--- src/rtl/id_ex_seq_reg_if.sv ---
// Decode-to-execute bundle: decoded control word and PC/flags going in, the
// registered control word and stack-sequencer outputs coming out.
interface id_ex_seq_reg_if #(
  parameter int CTRL_W = 14,
  parameter int PC_W   = 32,
  parameter int FLAG_W = 3
);
  logic [CTRL_W-1:0] ctrl_in;
  logic [1:0]        state_in;
  logic              valid_in;
  logic [PC_W-1:0]   pc_in;
  logic [FLAG_W-1:0] flags_in;
  logic              hold;
  logic              flush;

  logic [CTRL_W-1:0] ctrl_out;
  logic [1:0]        state_out;
  logic              valid_out;
  logic [1:0]        step;
  logic [15:0]       push_data;
  logic              stall_fetch;
  logic              seq_busy;

  modport master (
    output ctrl_in, state_in, valid_in, pc_in, flags_in, hold, flush,
    input  ctrl_out, state_out, valid_out, step, push_data, stall_fetch, seq_busy
  );

  modport slave (
    input  ctrl_in, state_in, valid_in, pc_in, flags_in, hold, flush,
    output ctrl_out, state_out, valid_out, step, push_data, stall_fetch, seq_busy
  );
endinterface

--- src/rtl/id_ex_seq_reg.sv ---
// ID/EX pipeline register that also sequences the multi-cycle stack pushes of
// CALL/RET (two steps) and interrupt/RETI (three steps), stalling fetch meanwhile.
module id_ex_seq_reg #(
  parameter int CTRL_W = 14,
  parameter int PC_W   = 32,
  parameter int FLAG_W = 3
) (
  input logic            clk,
  input logic            rst,
  id_ex_seq_reg_if.slave bus
);

  typedef enum logic {IDLE, SEQ} fsm_t;

  fsm_t              fsm_p1;
  logic [CTRL_W-1:0] ctrl_p1;
  logic [1:0]        state_p1;
  logic              vld_p1;
  logic [PC_W-1:0]   pc_p1;
  logic [FLAG_W-1:0] flags_p1;
  logic [1:0]        step_p1;
  logic [1:0]        last_p1;
  logic [1:0]        last_in;

  // Index of the final sub-step for a sequencing class; reserved 01 is single-step.
  function automatic logic [1:0] last_step(input logic [1:0] st);
    logic [1:0] r;
    case (st)
      2'b10:   r = 2'd1;
      2'b11:   r = 2'd2;
      default: r = 2'd0;
    endcase
    return r;
  endfunction

  // Stack word per step: return PC high half, low half, then the saved flags.
  function automatic logic [15:0] stack_word(
    input logic              vld,
    input logic [1:0]        st,
    input logic [1:0]        idx,
    input logic [PC_W-1:0]   pc,
    input logic [FLAG_W-1:0] fl
  );
    logic [15:0] w;
    w = '0;
    if (vld && st[1]) begin
      case (idx)
        2'd0:    w = pc[31:16];
        2'd1:    w = pc[15:0];
        2'd2:    if (st[0]) w[FLAG_W-1:0] = fl;
        default: w = '0;
      endcase
    end
    return w;
  endfunction

  assign last_in = last_step(bus.state_in);

  // Stage p1: capture in IDLE, advance the sub-step in SEQ.
  always_ff @(posedge clk) begin
    if (rst) begin
      fsm_p1   <= IDLE;
      ctrl_p1  <= '0;
      state_p1 <= '0;
      vld_p1   <= 1'b0;
      pc_p1    <= '0;
      flags_p1 <= '0;
      step_p1  <= '0;
      last_p1  <= '0;
    end else if (bus.flush) begin
      fsm_p1   <= IDLE;
      ctrl_p1  <= '0;
      state_p1 <= '0;
      vld_p1   <= 1'b0;
      step_p1  <= '0;
      last_p1  <= '0;
    end else if (!bus.hold) begin
      case (fsm_p1)
        IDLE: begin
          ctrl_p1  <= bus.valid_in ? bus.ctrl_in : '0;
          state_p1 <= bus.valid_in ? bus.state_in : 2'b00;
          vld_p1   <= bus.valid_in;
          pc_p1    <= bus.pc_in;
          flags_p1 <= bus.flags_in;
          step_p1  <= '0;
          last_p1  <= last_in;
          if (bus.valid_in && (last_in != 2'd0)) fsm_p1 <= SEQ;
        end
        SEQ: begin
          step_p1 <= step_p1 + 2'd1;
          if ((step_p1 + 2'd1) == last_p1) fsm_p1 <= IDLE;
        end
        default: fsm_p1 <= IDLE;
      endcase
    end
  end

  assign bus.ctrl_out    = ctrl_p1;
  assign bus.state_out   = state_p1;
  assign bus.valid_out   = vld_p1;
  assign bus.step        = step_p1;
  assign bus.seq_busy    = (fsm_p1 == SEQ);
  assign bus.stall_fetch = (fsm_p1 == SEQ);
  assign bus.push_data   = stack_word(vld_p1, state_p1, step_p1, pc_p1, flags_p1);

endmodule
--- src/flat_wrapper.sv ---
// flat-port wrapper written by rule: the top's interface ports become plain ports
module id_ex_seq_reg_flat 
#(
  parameter int CTRL_W = 14,
  parameter int PC_W   = 32,
  parameter int FLAG_W = 3
)
  (clk, rst, bus_ctrl_in, bus_state_in, bus_valid_in, bus_pc_in, bus_flags_in, bus_hold, bus_flush, bus_ctrl_out, bus_state_out, bus_valid_out, bus_step, bus_push_data, bus_stall_fetch, bus_seq_busy);
  id_ex_seq_reg_if #(.CTRL_W(CTRL_W), .PC_W(PC_W), .FLAG_W(FLAG_W)) bus_i ();
  input logic clk;
  input logic rst;
  input wire logic [$bits(bus_i.ctrl_in)-1:0] bus_ctrl_in;
  input wire logic [$bits(bus_i.state_in)-1:0] bus_state_in;
  input wire logic [$bits(bus_i.valid_in)-1:0] bus_valid_in;
  input wire logic [$bits(bus_i.pc_in)-1:0] bus_pc_in;
  input wire logic [$bits(bus_i.flags_in)-1:0] bus_flags_in;
  input wire logic [$bits(bus_i.hold)-1:0] bus_hold;
  input wire logic [$bits(bus_i.flush)-1:0] bus_flush;
  output wire logic [$bits(bus_i.ctrl_out)-1:0] bus_ctrl_out;
  output wire logic [$bits(bus_i.state_out)-1:0] bus_state_out;
  output wire logic [$bits(bus_i.valid_out)-1:0] bus_valid_out;
  output wire logic [$bits(bus_i.step)-1:0] bus_step;
  output wire logic [$bits(bus_i.push_data)-1:0] bus_push_data;
  output wire logic [$bits(bus_i.stall_fetch)-1:0] bus_stall_fetch;
  output wire logic [$bits(bus_i.seq_busy)-1:0] bus_seq_busy;
  assign bus_i.ctrl_in = bus_ctrl_in;
  assign bus_i.state_in = bus_state_in;
  assign bus_i.valid_in = bus_valid_in;
  assign bus_i.pc_in = bus_pc_in;
  assign bus_i.flags_in = bus_flags_in;
  assign bus_i.hold = bus_hold;
  assign bus_i.flush = bus_flush;
  assign bus_ctrl_out = bus_i.ctrl_out;
  assign bus_state_out = bus_i.state_out;
  assign bus_valid_out = bus_i.valid_out;
  assign bus_step = bus_i.step;
  assign bus_push_data = bus_i.push_data;
  assign bus_stall_fetch = bus_i.stall_fetch;
  assign bus_seq_busy = bus_i.seq_busy;
  id_ex_seq_reg #(.CTRL_W(CTRL_W), .PC_W(PC_W), .FLAG_W(FLAG_W)) u_core (.clk(clk), .rst(rst), .bus(bus_i));
endmodule
--- config.mk ---
export PLATFORM = sky130hd
export DESIGN_NAME = id_ex_seq_reg_flat
export DESIGN_NICKNAME = d
export VERILOG_FILES = /design/src/rtl/id_ex_seq_reg_if.sv /design/src/rtl/id_ex_seq_reg.sv /design/src/flat_wrapper.sv
export SDC_FILE = /design/constraint.sdc
export NUM_CORES = 1
export LEC_CHECK = 0
export CORE_MARGIN = 4
export CORE_UTILIZATION = 40
export CTS_BUF_LIST = sky130_fd_sc_hd__clkbuf_16
export DETAILED_ROUTE_END_ITERATION = 8
export PLACE_DENSITY = 0.74
export SLEW_MARGIN = 10
export SYNTH_ARGS = -nofsm -noshare
export SYNTH_HDL_FRONTEND = slang
export SYNTH_SLANG_ARGS = --single-unit
--- constraint.sdc ---
create_clock -name clk -period 3.7 [get_ports clk]
set_clock_uncertainty 0.2 [all_clocks]
set_input_delay 1.11 -clock clk [delete_from_list [all_inputs] [get_ports clk]]
set_output_delay 1.11 -clock clk [all_outputs]
set_load 0.1 [all_outputs]
==> metrics.txt <==
post-route cell area ~3800 µm²; clock-pin slew on the worst setup and hold paths roughly 0.050 ns; Slew @ Worst Pin 0.638 ns; post-synthesis mux area share 0%; post-CTS setup buffers 0; leakage 1.35 nW; P&R area growth vs syn 58.7%; Final Wtd Congestion a little over 0.8; Worst Hold Class flop to flop; NumNets Final 446; Setup-failing EPs final 0; Gate power share 12.0%; Post-DP Area approximately 3500 µm²; Sw Ratio ~24%; die width 85.0 µm; sequential cell area ~1100 µm²; Buf/Inv on CP 2; CTS Buf Count 9; Fillers about 460; pin count of the biggest net entering global routing 36; ys async rst share 0%; maximum vdd drop 0.000255 V; via density per instance between 5 and 6; top_reg_cell synth dfxtp_1; Initial Utilization 42.0%; Remaining DRCs 0; Mean Syn Cell Area between 7 and 8 µm²; Root Driver clkbuf_16; WS Path Type flop to primary output; slack of the worst reg-to-reg path 2.12 ns; Netlist Area Pre-Place roughly 2400 µm²; Slew Limit Headroom between 50 and 60%; final period utilization roughly nine tenths; setup_tns 0 ns; Unique masters post-synth 26; Tmin final approximately 3.4 ns; CP Cell Sequence inv_1, ha_1, a222oi_1, nor3_4, buf_12; Final Hold Violating Endpoints 0; XOR/XNOR share of the synthesized area less than 1%; Max stage delay cell, worst path a222oi_1; Post-synth EDFFs 0; Area contributors post-synth dfxtp_1, nand2_1, a21oi_1; Total GRT Usage 18.2%; Synth Area in Compound Gates between 15 and 20%; die area just over 7000 µm²; Max Root-Sink Buffers 2; Hold Buf Count CTS 0; CP Max Fanout 16; Net Count, Synth 362; Antenna Cells 0; via count 2343; clock network fraction of total power a little under half; Syn. warnings 0; CP top delay family compound AO/OA/AOI/OAI gates; post-CTS sizing 0; Slew Viols, Final 0; Int Pwr 1.16 mW; startpoint types flop; Die H 85.0 µm; worst skew pair latency approximately 0.32 ns; Crit path arrival time 2.05 ns; CP peak stage delay ~0.58 ns; clk sinks 57; post-synthesis sequential area ratio about half; CORE AREA between 5000 and 6000 µm²; Synth Area in Adders between 2 and 2.5%; HPWL Detailed 4650 µm; grt ovf 0; simple-gate share of the synthesized area between 20% and 30%; Reg power frac between 40 and 50%; outcome completed; area of the multi-input gates roughly 1200 µm²; drt wl/cell 13.9 µm; Worst EP required ~2.4 ns; Iter 0 DRT Violations between 100 and 150; Routed Wire Length around 6400 µm; f_max about 0.30 GHz; RSZ-0062 raised after global routing false; Max Cap Viol 0; CTS tree yes; Yosys top cell by area dfxtp_1; Post-Place Worst Slack about 0.68 ns; crit path capture type primary output; # rows 27; IO Port Bufs 92; first-pass GRT wire length about 11000 µm; largest family of logic cells by synthesized area simple AND/OR/NAND/NOR gates; #FFs+latches synth between 50 and 60; Syn Inst Count ~300; fin cells 463; cell count after placement 447; top cell type's share of synthesized area 48.1%; top-count cell post-synth nand2_1; IO Pins 93; Post-synth top cells nand2_1, dfxtp_1, a21oi_1; share of layout cells above drive strength 1 20.2%; vias in the first global route between 2000 and 2500; Final Core Density between 60% and 70%; 1st-pass router iterations 4; NetSw around 0.37 mW; initial antenna violation count 0; final worst slack about 0.34 ns; power density over cell area around 400 nW/µm²; CTS HTree Levels 3; number of routed nets with antenna violations 0
[layout by cell type, fill, tap and decap left out, types with 2 or more instances in the layout]
cell type        Yosys  routed
a21oi_1             56      56
a222oi_1             3       3
a22oi_1             13      13
buf_12               0      16
buf_4                3      28
clkbuf_16            0       9
clkdlybuf4s50_1      0      55
clkinv_1             0       2
clkinv_2             0       3
dfxtp_1             57      54
dfxtp_2              0       3
ha_1                 4       4
inv_1                3       5
nand2_1             92      92
nand3_1             18      18
nor2_1              15       2
nor2_2               1       4
nor2_4               0      10
nor3_4               1       4
[logic make-up (layout without fill, tap and decap cells)]
family | count (synthesis) | after routing
AOI/OAI and AO/OA | 74 | 74
xor gates and xnor gates | 2 | 2
adders and majority gates | 4 | 4
buffers and inverters | 29 | 118
DFF | 57 | 57
and+or+nand+nor | 136 | 136
[stage by stage]
| step | hold slack (ns) | total power, mW |
|---|---|---|
| 2_1_floorplan | 0.236 | 0.767 |
| 3_3_place_gp | 0.238 | 0.843 |
| 3_5_place_dp | 0.245 | 0.846 |
| 4_1_cts | 0.250 | 1.55 |
| 5_1_grt | 0.268 | 1.59 |
| 6_report | 0.249 | 1.52 |
[layer usage]
| metal | vias to the layer above | part of all wire, % | track usage, % |
|---|---|---|---|
| met4 | 0 | 1.0 | 6.47 |
| li1 | 1187 | - | - |
| met3 | 5 | 9.0 | 7.96 |
| met2 | 79 | 48 | 29.3 |
| met5 | - | 0 | 0 |
| met1 | 1072 | 42 | 21.6 |
[power groups by stage]
stage               clock network, mW  logic (mW)  registers, mW
finish                          0.690       0.183          0.651
global placement                    0       0.181          0.662
floorplan                           0      0.0785          0.689
CTS                             0.711       0.184          0.651
detailed placement                  0       0.183          0.663
global route                    0.741       0.198          0.653
[worst reg2reg max path: cells and delay by family (launching register included)]
family           cells  cell delay [ns]
AO/OA/AOI/OAI        1             0.08
flip-flops           1             0.42
AND/OR/NAND/NOR      2             0.75
[worst paths after layout]
kind	start	end	depth (start not counted)
worst max-delay path	u_core.bus.step[0]$_SDFFE_PP0N_	bus_push_data[2]	5
worst min-delay path	u_core.bus.ctrl_out[7]$_SDFFE_PP0P_	u_core.bus.ctrl_out[7]$_SDFFE_PP0P_	2
worst max register to register	u_core.bus.seq_busy$_SDFFE_PP0N_	u_core.flags_p1[0]$_SDFFE_PP0P_	3
worst min register to register	u_core.bus.ctrl_out[7]$_SDFFE_PP0P_	u_core.bus.ctrl_out[7]$_SDFFE_PP0P_	2
[sequential cells by signal (all words and copies together), names as in the netlist]
signal,count
u_core.pc_p1,32
u_core.bus.ctrl_out,14
u_core.flags_p1,3
u_core.bus.state_out,2
u_core.bus.step,2
u_core.last_p1,2
u_core.bus.seq_busy,1
u_core.bus.valid_out,1
[final cells by class]
class	count	share of cell area, %
repair buffers	99	28.7
flip-flops and latches	57	30.4
multi-input cells	216	31.4
clock buffers	9	5.98
clock inverters	7	0.798
inverters	3	0.299
well taps	72	2.39
(Power assumes the default switching activity.)
